$ cat src/rtl/lemon_pkg.sv
// Shared types and constants for the LemonPC fetch unit.
package lemon_pkg;

  // Fetch sequencer states: issue a request, wait for its response,
  // hold a buffered instruction, or stop after an ebreak.
  typedef enum logic [1:0] {
    FETCH_REQ  = 2'd0,
    FETCH_WAIT = 2'd1,
    FETCH_FULL = 2'd2,
    FETCH_HALT = 2'd3
  } fetch_state_e;

  // Encoding of the RV ebreak instruction.
  localparam logic [31:0] EBREAK_INST = 32'h0010_0073;

  // PC value the core starts fetching from after reset.
  localparam logic [63:0] DEFAULT_RESET_VEC = 64'h0000_0000_8000_0000;

endpackage

$ cat src/rtl/lemon_fetch_buf.sv
// One-entry valid/ready holding register between fetch and decode.
// A flush drops whatever is held and wins over a load or a consume.
module lemon_fetch_buf
  import lemon_pkg::*;
#(
  parameter int XLEN = 64,
  parameter int ILEN = 32
) (
  input  logic            clk,
  input  logic            rst_n,
  input  logic            flush_i,
  input  logic            load_i,
  input  logic [XLEN-1:0] loadPc_i,
  input  logic [ILEN-1:0] loadInst_i,
  input  logic            outReady_i,
  output logic            outValid_o,
  output logic [XLEN-1:0] outPc_o,
  output logic [ILEN-1:0] outInst_o
);

  logic            valid_q;
  logic [XLEN-1:0] pc_q;
  logic [ILEN-1:0] inst_q;

  // Hold one instruction: flush clears, load fills, a downstream accept empties.
  always_ff @(posedge clk or negedge rst_n) begin
    if (!rst_n) begin
      valid_q <= 1'b0;
      pc_q    <= '0;
      inst_q  <= '0;
    end else if (flush_i) begin
      valid_q <= 1'b0;
    end else if (load_i) begin
      valid_q <= 1'b1;
      pc_q    <= loadPc_i;
      inst_q  <= loadInst_i;
    end else if (valid_q && outReady_i) begin
      valid_q <= 1'b0;
    end
  end

  assign outValid_o = valid_q;
  assign outPc_o    = pc_q;
  assign outInst_o  = inst_q;

endmodule

$ cat src/rtl/lemon_fetch.sv
// LemonPC fetch/PC unit: owns the PC, keeps a single instruction-memory
// request in flight, tags it with an epoch so responses that were
// overtaken by a redirect are dropped, and buffers one instruction for
// decode. Fetch stops for good (until reset) once an ebreak is fetched.
// Optional build macro LEMON_FETCH_PERF_EN adds perf_fetched/perf_flushed.
module lemon_fetch
  import lemon_pkg::*;
#(
  parameter int              XLEN      = 64,
  parameter int              ILEN      = 32,
  parameter logic [XLEN-1:0] RESET_VEC = XLEN'(DEFAULT_RESET_VEC),
  parameter int              INST_STEP = 4
) (
  input  logic            clk,
  input  logic            rst_n,
  output logic            imem_req_valid,
  input  logic            imem_req_ready,
  output logic [XLEN-1:0] imem_req_addr,
  input  logic            imem_resp_valid,
  input  logic [ILEN-1:0] imem_resp_data,
  input  logic            redirect_valid,
  input  logic [XLEN-1:0] redirect_pc,
  output logic            out_valid,
  input  logic            out_ready,
  output logic [XLEN-1:0] out_pc,
  output logic [ILEN-1:0] out_inst,
  output logic            ebreak
`ifdef LEMON_FETCH_PERF_EN
  ,
  output logic [63:0]     perf_fetched,
  output logic [63:0]     perf_flushed
`endif
);

  fetch_state_e    state_q;
  logic [XLEN-1:0] pc_q;
  logic [XLEN-1:0] reqPc_q;
  logic            epoch_q;
  logic            reqEpoch_q;
  logic            reqValid_q;
  logic            ebreak_q;

  logic            bufValid;
  logic            redirectTake;
  logic            reqFire;
  logic            respStale;
  logic            respTake;
  logic            respIsEbreak;
  logic            outFire;

  // A halted fetch unit ignores redirects entirely.
  assign redirectTake = redirect_valid && (state_q != FETCH_HALT);
  assign reqFire      = reqValid_q && imem_req_ready;
  assign respStale    = (reqEpoch_q != epoch_q);
  assign respTake     = (state_q == FETCH_WAIT) && imem_resp_valid &&
                        !redirect_valid && !respStale;
  assign respIsEbreak = (imem_resp_data == ILEN'(EBREAK_INST));
  assign outFire      = bufValid && out_ready && !redirectTake;

  // Fetch sequencer; the request-valid flag is registered from the next state.
  always_ff @(posedge clk or negedge rst_n) begin
    if (!rst_n) begin
      state_q    <= FETCH_REQ;
      pc_q       <= RESET_VEC;
      reqPc_q    <= RESET_VEC;
      epoch_q    <= 1'b0;
      reqEpoch_q <= 1'b0;
      reqValid_q <= 1'b0;
      ebreak_q   <= 1'b0;
    end else begin
      case (state_q)
        FETCH_REQ: begin
          reqValid_q <= 1'b1;
          if (reqFire) begin
            reqPc_q    <= pc_q;
            reqEpoch_q <= epoch_q;
            reqValid_q <= 1'b0;
            state_q    <= FETCH_WAIT;
          end
          if (redirectTake) begin
            pc_q    <= redirect_pc;
            epoch_q <= ~epoch_q;
          end
        end
        FETCH_WAIT: begin
          reqValid_q <= 1'b0;
          if (redirectTake) begin
            pc_q    <= redirect_pc;
            epoch_q <= ~epoch_q;
            if (imem_resp_valid) begin
              state_q    <= FETCH_REQ;
              reqValid_q <= 1'b1;
            end
          end else if (imem_resp_valid) begin
            if (respStale) begin
              state_q    <= FETCH_REQ;
              reqValid_q <= 1'b1;
            end else begin
              pc_q <= reqPc_q + XLEN'(INST_STEP);
              if (respIsEbreak) begin
                state_q  <= FETCH_HALT;
                ebreak_q <= 1'b1;
              end else begin
                state_q <= FETCH_FULL;
              end
            end
          end
        end
        FETCH_FULL: begin
          reqValid_q <= 1'b0;
          if (redirectTake) begin
            pc_q       <= redirect_pc;
            epoch_q    <= ~epoch_q;
            state_q    <= FETCH_REQ;
            reqValid_q <= 1'b1;
          end else if (outFire) begin
            state_q    <= FETCH_REQ;
            reqValid_q <= 1'b1;
          end
        end
        FETCH_HALT: begin
          reqValid_q <= 1'b0;
        end
        default: begin
          state_q    <= FETCH_REQ;
          reqValid_q <= 1'b0;
        end
      endcase
    end
  end

  lemon_fetch_buf #(
    .XLEN(XLEN),
    .ILEN(ILEN)
  ) u_outBuf (
    .clk        (clk),
    .rst_n      (rst_n),
    .flush_i    (redirectTake),
    .load_i     (respTake),
    .loadPc_i   (reqPc_q),
    .loadInst_i (imem_resp_data),
    .outReady_i (out_ready),
    .outValid_o (bufValid),
    .outPc_o    (out_pc),
    .outInst_o  (out_inst)
  );

  assign imem_req_valid = reqValid_q;
  assign imem_req_addr  = pc_q;
  assign out_valid      = bufValid;
  assign ebreak         = ebreak_q;

`ifdef LEMON_FETCH_PERF_EN
  logic [63:0] perfFetched_q;
  logic [63:0] perfFlushed_q;
  logic        respDrop;
  logic        bufDiscard;

  // A response is lost when it is stale or overtaken by a redirect in the same cycle.
  assign respDrop   = (state_q == FETCH_WAIT) && imem_resp_valid &&
                      (redirect_valid || respStale);
  assign bufDiscard = redirectTake && bufValid;

  // Free-running wrap-around event counters.
  always_ff @(posedge clk or negedge rst_n) begin
    if (!rst_n) begin
      perfFetched_q <= '0;
      perfFlushed_q <= '0;
    end else begin
      if (outFire) begin
        perfFetched_q <= perfFetched_q + 64'd1;
      end
      if (respDrop || bufDiscard) begin
        perfFlushed_q <= perfFlushed_q + 64'd1;
      end
    end
  end

  assign perf_fetched = perfFetched_q;
  assign perf_flushed = perfFlushed_q;
`endif

endmodule

$ cat config.mk
export PLATFORM = sky130hd
export DESIGN_NAME = lemon_fetch
export DESIGN_NICKNAME = d
export VERILOG_FILES = /design/src/rtl/lemon_pkg.sv /design/src/rtl/lemon_fetch_buf.sv /design/src/rtl/lemon_fetch.sv
export SDC_FILE = /design/constraint.sdc
export NUM_CORES = 1
export LEC_CHECK = 0
export ABC_CLOCK_PERIOD_IN_PS = 2850
export BUFFER_PORTS_ARGS = -buffer_cell sky130_fd_sc_hd__buf_2
export CAP_MARGIN = 40
export CORE_UTILIZATION = 54
export DETAILED_ROUTE_END_ITERATION = 8
export PLACE_DENSITY = 0.82
export SYNTH_ARGS = -nofsm -noshare
export SYNTH_HDL_FRONTEND = slang
export SYNTH_HIERARCHICAL = 1
export SYNTH_SLANG_ARGS = --single-unit
$ cat constraint.sdc
create_clock -name clk -period 2.85 [get_ports clk]
set_input_delay 0.57 -clock clk [delete_from_list [all_inputs] [get_ports clk]]
set_output_delay 0.57 -clock clk [all_outputs]
set_load 0.02 [all_outputs]
==> results of run 1 <==
==> cell usage after synthesis, types with 9 or more instances <==
library cell / count
nand2_1: 60
xnor2_1: 33
mux2i_1: 9
o21ai_0: 43
mux2_4: 40
a21oi_1: 11
dfrtp_1: 229
a32oi_1: 38
nor3_1: 19
nor4_1: 29
and3_1: 19
clkbuf_1: 44
nand3_1: 24
nor2_1: 30
nand4_1: 30
mux2_2: 127
inv_1: 20
xor2_1: 11
==> cell type report <==
class                           instances  area, um^2
Tap cell                              270         338
Clock inverter                         17         204
Multi-Input combinational cell        613        4910
Sequential cell                       231        5780
Inverter                               20        75.1
Clock buffer                           28         667
Fill cell                            1538        6600
Antenna cell                            1        2.50
Timing Repair Buffer                  286        1580
==> state kept, by name, indices dropped and copies added (netlist names) <==
register	cells
state_q	2
reqEpoch_q	1
u_outBuf/outInst_o	32
imem_req_addr	64
imem_req_valid	1
u_outBuf/outValid_o	1
reqPc_q	64
u_outBuf/outPc_o	64
ebreak	1
epoch_q	1
==> stage by stage <==
| stage | instance area, um^2 | worst slack, ps | hold slack, ps | cells |
|---|---|---|---|---|
| 6_report | 13600 | 204 | 4.16 | 1466 |
| 5_1_grt | 13600 | 104 | 43.8 | 1466 |
| 4_1_cts | 13600 | 212 | 23.8 | 1465 |
| 3_5_place_dp | 12700 | 224 | 490 | 1420 |
| 3_3_place_gp | 12700 | 282 | 483 | 1420 |
| 2_1_floorplan | 11100 | 416 | 274 | 927 |
==> power breakdown <==
part           switching (mW)  internal [mW]
clock                    1.38           2.05
sequential               1.48           4.81
combinational            3.78           2.81
total                    6.64           9.67
==> per-layer routing <==
layer | share of wire (%) | track usage [%]
met1 | 43 | 39.4
met3 | 7.0 | 4.94
met4 | 3.0 | 9.47
met5 | 0 | 0
met2 | 47 | 45.1
==> worst max-delay path, cell delays in order (launching register included) <==
cell and delay (ps):
dfrtp_1 440, ha_1 280, nand4_4 170, or4_1 700, or4_4 580, or3_1 320
nand3_1 90
==> cells by family (layout without fill, tap and decap cells) <==
kind of cell,after synthesis,after routing,synth area share (%)
other,0,1,0
muxes,176,176,19.1
adders and majority gates,5,5,0.564
and+or+nand+nor,261,261,13.1
DFF,231,231,52.2
AOI/OAI and AO/OA,127,127,7.85
buffers and inverters,83,351,3.74
xor gates and xnor gates,44,44,3.48
==> final timing paths <==
check	end	slack, ps	cells past startpoint	startpoint
min in group clk	imem_req_addr[47]	290	3	redirect_pc[47]
worst min-delay path	reqPc_q[20]	4	1	rst_n
worst max-delay path	imem_req_addr[54]	200	6	reqPc_q[2]
max in group asynchronous	reqPc_q[6]	2090	2	rst_n
worst min register to register	u_outBuf/outPc_o[6]	500	1	u_outBuf/outPc_o[6]
worst max register to register	imem_req_addr[54]	200	6	reqPc_q[2]
==> metrics.cfg, run 1 <==
[flow_run]
maxCapViolations = 0

[layout]
utilization_pct = 67.3
final_common_cell = buf_2
area_growth_pct = 22.4
fin_nets = 1284
drive_gt1_share_pct = 43.2
final_cell_mix = buf_2, dfrtp_1, mux2_2

[global_route]
track_usage_pct = 28.3
antenna_found_initial = 2
grt_max_degree = 71
grt_overflow = 0
grt_pass1_wl_um = 47800
grt_pass1_vias = 8803

[die]
dieArea_um2 = 21100
io_pins = 265
start_util_pct = 55.0
num_rows = 52
coreArea_um2 = 20200
fp.dieW_um = 145
die_h_um = 145

[synth]
syn_inst = 927
yosys_warnings = 6
async_reset_ff_share_pct = 100
yosys.area.top_type = dfrtp_1
synthDominantCellAreaShare_pct = 51.7
yosys-top-cells-area = dfrtp_1, mux2_2, mux2_4
synth_seq_cells = 231
synth.distinct_cells = 60
seq_area_frac_synth_pct = 52.2
synth_edf_count = 0
synthFlopType = dfrtp_1
avgSynthCellArea_um2 = 12.0
synth_fp_nets = 1034
netlist_area_um2 = 11100

[power_and_ir_drop]
powerDensity_nw_per_um2 = 1200
p_leak_nw = 6.25
power_mw = 16.3
irDropWorstVdd_uv = 703

[cts]
numCtsBuffers = 25
cts_hold_buffers = 0
ctsHtreeMaxLevel = 1
clockBufferDepth = 3
post_cts_resize_count = 0
cts_tree = yes
cts_setup_buffers = 0
clkTransAtPathRegs_ps = 60
root_buffer = clkbuf_16
clock_latency_ps = 520
clock-sinks = 231

[sta]
fmax_mhz = 378
slew_viol_final = 0
setup_violations = 0
max_slew_margin_pct = 50.7
period_needed_ps = 2650
tns_ps = 0
worst_clock_skew_ps = 9.67
worst_slew_pin_slew_ps = 740
hold_viol_final = 0
rsz0062_at_grt = false
period_share_pct = 92.8

[routing]
ant_nets = 0
routedWlPerCell_um = 20.3
drtPass1Iterations = 7
drt-initial-drc-count = 597
drt-total-wl_um = 29800
drc = 0
via_per_inst = 5.92
routed-via-count = 8674

[place]
hpwl_um = 20700
io_buffers = 264
gp_congestion = 0.874

[setup_path]
crit_type = flip-flop to flip-flop
worstPathArrival_ps = 3100
worst_ep_required_time_ps = 3310
endpoint_kind = flip-flop
crit_fanout = 7
crit_path_start_kind = flip-flop

[outcome]
run_status = finished clean

[worst_hold_path]
hp-class = input port to asynchronous set/reset pin

Power figures use the tool's default switching activity.
==> run 2, diff against run 1 <==
--- a/config.mk
+++ b/config.mk
@@ -5,12 +5,12 @@
 export SDC_FILE = /design/constraint.sdc
 export NUM_CORES = 1
 export LEC_CHECK = 0
-export ABC_CLOCK_PERIOD_IN_PS = 2850
+export ABC_CLOCK_PERIOD_IN_PS = 3400
 export BUFFER_PORTS_ARGS = -buffer_cell sky130_fd_sc_hd__buf_2
 export CAP_MARGIN = 40
-export CORE_UTILIZATION = 54
+export CORE_UTILIZATION = 58
 export DETAILED_ROUTE_END_ITERATION = 8
-export PLACE_DENSITY = 0.82
+export PLACE_DENSITY = 0.87
 export SYNTH_ARGS = -nofsm -noshare
 export SYNTH_HDL_FRONTEND = slang
 export SYNTH_HIERARCHICAL = 1
==> constraint.sdc (replaced) <==
create_clock -name clk -period 3.4 [get_ports clk]
set_input_delay 0.68 -clock clk [delete_from_list [all_inputs] [get_ports clk]]
set_output_delay 0.68 -clock clk [all_outputs]
set_load 0.02 [all_outputs]
==> run 2 against run 1 <==
  * Sequential power down 16%
  * Fmax decreased by 0.35%
  * Critical path depth stayed put
==> metrics.cfg, run 2 (same netlist as run 1, synthesis figures left out) <==
[cts]
cts_tree = yes
clock-sinks = 231  ; unchanged
clock_latency_ps = 520  ; about the same
post_cts_resize_count = 0  ; unchanged
ctsHtreeMaxLevel = 1  ; unchanged
clkTransAtPathRegs_ps = 60  ; about the same
numCtsBuffers = 25  ; unchanged
root_buffer = clkbuf_16
cts_setup_buffers = 0  ; unchanged
cts_hold_buffers = 0  ; unchanged
clockBufferDepth = 3  ; unchanged

[layout]
final_cell_mix = buf_2, dfrtp_1, mux2_2
fin_nets = 1283  ; -0.078%
final_common_cell = buf_2
drive_gt1_share_pct = 42.7  ; -0.51 points
area_growth_pct = 20.9
utilization_pct = 71.6  ; +4.4 points

[setup_path]
crit_type = flip-flop to flip-flop
worst_ep_required_time_ps = 3850  ; +540 ps
worst_path_max_delay_cell = or4_1
cpPeakStageDelay_ps = 710  ; about the same
crit_path_start_kind = flip-flop
crit_start = reqPc_q[2]
cp_top_family = simple AND/OR/NAND/NOR gates
path_buf_inv = 0  ; unchanged
worstPathArrival_ps = 3110  ; about the same
path_cells = ha_1 -> nand4_4 -> or4_1 -> or4_4 -> or3_1 -> nand3_1
reg2reg_from = reqPc_q[2]
crit_fanout = 7  ; unchanged
endpoint_kind = flip-flop

[sta]
slew_viol_final = 0  ; unchanged
hold_viol_final = 0  ; unchanged
fmax_mhz = 377  ; -0.35%
worst_clock_skew_ps = 13.3  ; +3.62 ps
rsz0062_at_grt = false
max_slew_margin_pct = 46.3  ; -4.4 points
timing.final.ws_setup_ps = 745  ; +541 ps
setup_violations = 0  ; unchanged
worst_slew_pin_slew_ps = 806  ; +66.0 ps
period_needed_ps = 2650  ; +9.18 ps
period_share_pct = 78.1  ; -15 points
tns_ps = 0  ; unchanged

[die]
io_pins = 265  ; unchanged
dieArea_um2 = 19700  ; -6.8%
num_rows = 50  ; -3.8%
coreArea_um2 = 18700  ; -7.3%
fp.dieW_um = 140  ; -3.5%
die_h_um = 140  ; -3.5%
start_util_pct = 59.3  ; +4.3 points

[routing]
drt-total-wl_um = 29800  ; +0.15%
drc = 0  ; unchanged
drt-initial-drc-count = 670  ; +12%
ant_nets = 0  ; unchanged
routed-via-count = 8821  ; +1.7%
routedWlPerCell_um = 20.9  ; +2.8%
via_per_inst = 6.18  ; +4.4%
drtPass1Iterations = 5  ; -2

[place]
place_ws_ps = 761  ; +537 ps
hpwl_um = 20800  ; +0.44%
io_buffers = 264  ; unchanged
gp_congestion = 0.921  ; +5.3%

[power_and_ir_drop]
irDropWorstVdd_uv = 681  ; -3.1%
p_leak_nw = 6.19  ; -0.91%
powerDensity_nw_per_um2 = 1010  ; -16%

[global_route]
antenna_found_initial = 3  ; +1
track_usage_pct = 30.7  ; +2.3 points
grt_pass1_wl_um = 47200  ; -1.1%
grt_max_degree = 81  ; +14%
grt_pass1_vias = 8851  ; +0.55%
grt_overflow = 0  ; unchanged

[worst_hold_path]
hp-class = input port to asynchronous set/reset pin

[flow_run]
maxCapViolations = 0  ; unchanged

[outcome]
run_status = finished clean

run 2: metrics by stage:
step	std cells	hold WS [ps]	area, um^2	total power, mW
floorplan	927	384	11100	8.70
global placement	1383	440	12600	10.5
detailed placement	1383	439	12600	10.7
CTS	1427	160	13400	13.5
global route	1428	192	13400	14.2
finish	1428	144	13400	13.5
run 2: final cells by class:
class                      count  area, um^2
clock inverter                12         144
antenna                        1        2.50
inverter                      20        75.1
multi-input combinational    613        4910
timing repair buffer         285        1510
clock buffer                  32         672
sequential                   231        5780
fill                        1308        5310
tap                          234         293
run 2: layer usage:
layer | vias to the layer above | wire [um] | GRT usage [%]
met5 | - | 10 | 0
met4 | 2 | 775 | 9.54
met3 | 64 | 2680 | 6.56
met2 | 476 | 14100 | 49.3
met1 | 4346 | 12200 | 41.9
li1 | 3933 | - | -
run 2: where the power goes:
group          leakage, nW  internal [mW]  switching [mW]
logic                 2.91           2.31            3.12
registers             2.88           4.03            1.28
clock network        0.399           1.62            1.10
run 2: path summary, 6_finish.rpt:
| check | end | slack, ps | cells after the start |
|---|---|---|---|
| min | u_outBuf/outPc_o[19] | 140 | 1 |
| max in group asynchronous | imem_req_addr[31] | 2460 | 2 |
| min in group clk | imem_req_addr[48] | 410 | 3 |
| max reg2reg | imem_req_addr[54] | 750 | 6 |
| max | imem_req_addr[54] | 750 | 6 |
| min reg2reg | ebreak | 450 | 1 |
==> run 3, diff against run 2 <==
--- a/config.mk
+++ b/config.mk
@@ -5,12 +5,13 @@
 export SDC_FILE = /design/constraint.sdc
 export NUM_CORES = 1
 export LEC_CHECK = 0
-export ABC_CLOCK_PERIOD_IN_PS = 3400
+export ABC_AREA = 1
+export ABC_CLOCK_PERIOD_IN_PS = 2150
 export BUFFER_PORTS_ARGS = -buffer_cell sky130_fd_sc_hd__buf_2
 export CAP_MARGIN = 40
-export CORE_UTILIZATION = 58
+export CORE_UTILIZATION = 50
 export DETAILED_ROUTE_END_ITERATION = 8
-export PLACE_DENSITY = 0.87
+export PLACE_DENSITY = 0.79
 export SYNTH_ARGS = -nofsm -noshare
 export SYNTH_HDL_FRONTEND = slang
 export SYNTH_HIERARCHICAL = 1
==> constraint.sdc (replaced) <==
create_clock -name clk -period 2.15 [get_ports clk]
set_input_delay 0.43 -clock clk [delete_from_list [all_inputs] [get_ports clk]]
set_output_delay 0.43 -clock clk [all_outputs]
set_load 0.02 [all_outputs]
==> run 3 against run 2 <==
  * Count of clock-buffer cells in the layout increased by 6
  * Combinational power increased by 100%
  * Hold slack improved by 20 ps
  * Sequential share of layout area decreased by 3.8 points
  * Synthesized cell count increased by 73%
  * Die area increased by 24%
  * Final area increased by 9.6%
  * Fmax increased by 33%
  * Clock skew increased by 3.7 ps
  * Worst setup slack got worse by 590 ps
  * Register-to-register slack got worse by 590 ps
  * Critical endpoint is now imem_req_addr[32]
  * Largest power group unchanged
==> metrics.cfg, run 3 <==
[worst_hold_path]
hp-class = input port to flip-flop
holdPathStages = 3

[global_route]
grt-busiest-layer = met2
antenna_found_initial = 0  ; -3
grt_use_met1_pct = 47.1  ; +5.2 points
grt_max_degree = 56  ; -31%
grt_pass1_wl_um = 62900  ; +33%
grt_pass1_vias = 11300  ; +28%
grt_use_met2_pct = 54.3  ; +5.0 points
track_usage_pct = 33.7  ; +3.1 points
grt_overflow = 0  ; unchanged
met3_usage_pct = 5.03  ; -1.5 points

[routing]
ant_nets = 0  ; unchanged
drt-total-wl_um = 41000  ; +37%
routedWlPerCell_um = 18.5  ; -11%
via_per_inst = 5.45  ; -12%
drt-initial-drc-count = 1112  ; +66%
drtPass1Iterations = 5  ; unchanged
drc = 0  ; unchanged
routed-via-count = 12100  ; +37%

[synth]
synth_edf_count = 0  ; unchanged
synth_fp_nets = 1712  ; +66%
synthDominantCellAreaShare_pct = 48.2  ; -3.5 points
async_reset_ff_share_pct = 100  ; unchanged
seq_area_frac_synth_pct = 48.6  ; -3.5 points
synth.distinct_cells = 35  ; -42%
synth_seq_cells = 231  ; unchanged
syn_inst = 1605  ; +73%
yosys_warnings = 6  ; unchanged
synthFlopType = dfrtp_1
avgSynthCellArea_um2 = 7.41  ; -38%
yosys.area.top_type = dfrtp_1
synth_most_common_cell = nand2_1
netlist_area_um2 = 11900  ; +7.3%
synth_top_cells_by_count = nand2_1, nor2_1, dfrtp_1
yosys-top-cells-area = dfrtp_1, nand2_1, nor2_1

[die]
die_h_um = 156  ; +11%
dieArea_um2 = 24400  ; +24%
io_pins = 265  ; unchanged
start_util_pct = 50.8  ; -8.5 points
num_rows = 56  ; +12%
coreArea_um2 = 23400  ; +25%
fp.dieW_um = 156  ; +11%

[layout]
final_common_cell = nand2_1
fin_nets = 1987  ; +55%
final_cell_mix = nand2_1, buf_2, nor2_1
diodes = 0  ; -1
n_fill_cell = 2131  ; +63%
drive_gt1_share_pct = 21.5  ; -21 points
fin_cells = 2216  ; +55%
utilization_pct = 62.8  ; -8.9 points
area_growth_pct = 23.6

[sta]
period_needed_ps = 1990  ; -661 ps
setup_violations = 0  ; unchanged
timing.final.ws_setup_ps = 157  ; -589 ps
worst_slew_pin_slew_ps = 543  ; -263 ps
fmax_mhz = 502  ; +33%
hold_viol_final = 0  ; unchanged
slew_viol_final = 0  ; unchanged
worst_clock_skew_ps = 17.0  ; +3.67 ps
max_slew_margin_pct = 63.8  ; +18 points
period_share_pct = 92.7  ; +15 points

[power_and_ir_drop]
p_leak_nw = 7.82  ; +26%
powerDensity_nw_per_um2 = 1630  ; +62%
irDropWorstVdd_uv = 913  ; +34%

[cts]
root_buffer = clkbuf_16
cts_setup_buffers = 0  ; unchanged
clkTransAtPathRegs_ps = 60  ; about the same
ctsHtreeMaxLevel = 1  ; unchanged
cts_tree = yes
clockBufferDepth = 3  ; unchanged
numCtsBuffers = 25  ; unchanged
clock-sinks = 231  ; unchanged
clock_latency_ps = 520  ; about the same

[outcome]
run_status = finished clean

[setup_path]
worstPathArrival_ps = 2440  ; -670 ps
cp_top_family = simple AND/OR/NAND/NOR gates
path_cells = ha_1 -> inv_1 -> nor2_4 -> nand2_1 -> nor2_2 -> nand2_1 -> o21ai_1 -> nand3_1 -> a21oi_1
critPathMostFrequentCell = nand2_1
worst_path_max_delay_cell = dfrtp_2
crit_path_start_kind = flip-flop
worst_ep_required_time_ps = 2600  ; -1250 ps
path_buf_inv = 1  ; +1
endpoint_kind = flip-flop
crit_type = flip-flop to flip-flop
cpPeakStageDelay_ps = 480  ; -230 ps
crit_fanout = 8  ; +1
reg2reg_depth = 9  ; +3
worst-path-stages = 9  ; +3

[place]
io_buffers = 264  ; unchanged
gp_congestion = 0.959  ; +4.2%
dp.cells = 2171  ; +57%
hpwl_um = 31200  ; +50%
place_ws_ps = 39.6  ; -721 ps

[flow_run]
maxCapViolations = 0  ; unchanged

==> run 3: layout make-up <==
type | count | area, um^2 | area share (%)
clock buffers | 38 | 754 | 5.14
clock inverters | 6 | 60.1 | 0.409
inverters | 114 | 433 | 2.95
multi-input cells | 1190 | 5350 | 36.4
flip-flops and latches | 231 | 5780 | 39.4
well taps | 319 | 399 | 2.72
repair buffers | 318 | 1910 | 13.0
==> run 3: repair_timing <==
action                     CTS  global route
setup endpoints to repair    0            29
hold buffers                 1             0
resized for setup            0             9
hold endpoints to repair    49             0
==> run 3: worst register-to-register path, stage by stage (launching register included) <==
cell     delay [ps]
dfrtp_2         480
ha_1            270
inv_1           110
nor2_4          210
nand2_1         120
nor2_2          230
nand2_1         140
o21ai_1         140
nand3_1         100
a21oi_1         140
==> run 3: cell families (layout without fill, tap and decap cells) <==
group | Yosys count | after routing | synth area share, %
AO/OA/AOI/OAI | 157 | 157 | 6.96
AND/OR/NAND/NOR | 1006 | 1006 | 35.4
XOR/XNOR | 15 | 15 | 1.11
buffers and inverters | 184 | 476 | 6.66
multiplexers | 7 | 7 | 0.663
flip-flops | 231 | 231 | 48.6
adder cells (fa/ha/maj) | 5 | 5 | 0.526
==> run 3: per-stage QoR <==
step	setup TNS, ps	hold slack (ps)	power [mW]	instance area, um^2
after floorplan	0	134	15.1	11900
final	0	164	23.9	14700
after CTS	0	151	23.8	14700
after global placement	0	395	19.2	13800
after global routing	-2.90	163	25.5	14700
after detailed placement	0	401	19.5	13800
==> run 3: power by group <==
| group | internal (mW) | switching, mW |
|---|---|---|
| sequential | 6.46 | 2.23 |
| clock | 2.52 | 1.73 |
| combinational | 3.67 | 7.27 |
| total | 12.7 | 11.2 |
==> run 3: final timing paths <==
check	end	from	slack, ps
max reg2reg	imem_req_addr[32]	reqPc_q[2]	160
min	u_outBuf/outInst_o[29]	imem_resp_data[29]	160
min reg2reg	u_outBuf/outPc_o[17]	u_outBuf/outPc_o[17]	460
max in group asynchronous	imem_req_addr[31]	rst_n	1000
min in group asynchronous	imem_req_addr[53]	rst_n	440
max	imem_req_addr[32]	reqPc_q[2]	160
==> run 3: metal layers <==
metal / routed length (um) / vias to the layer above
met5: 0 / -
met4: 1140 / 0
met3: 3650 / 81
met2: 18700 / 607
met1: 17500 / 5725
li1: - / 5674
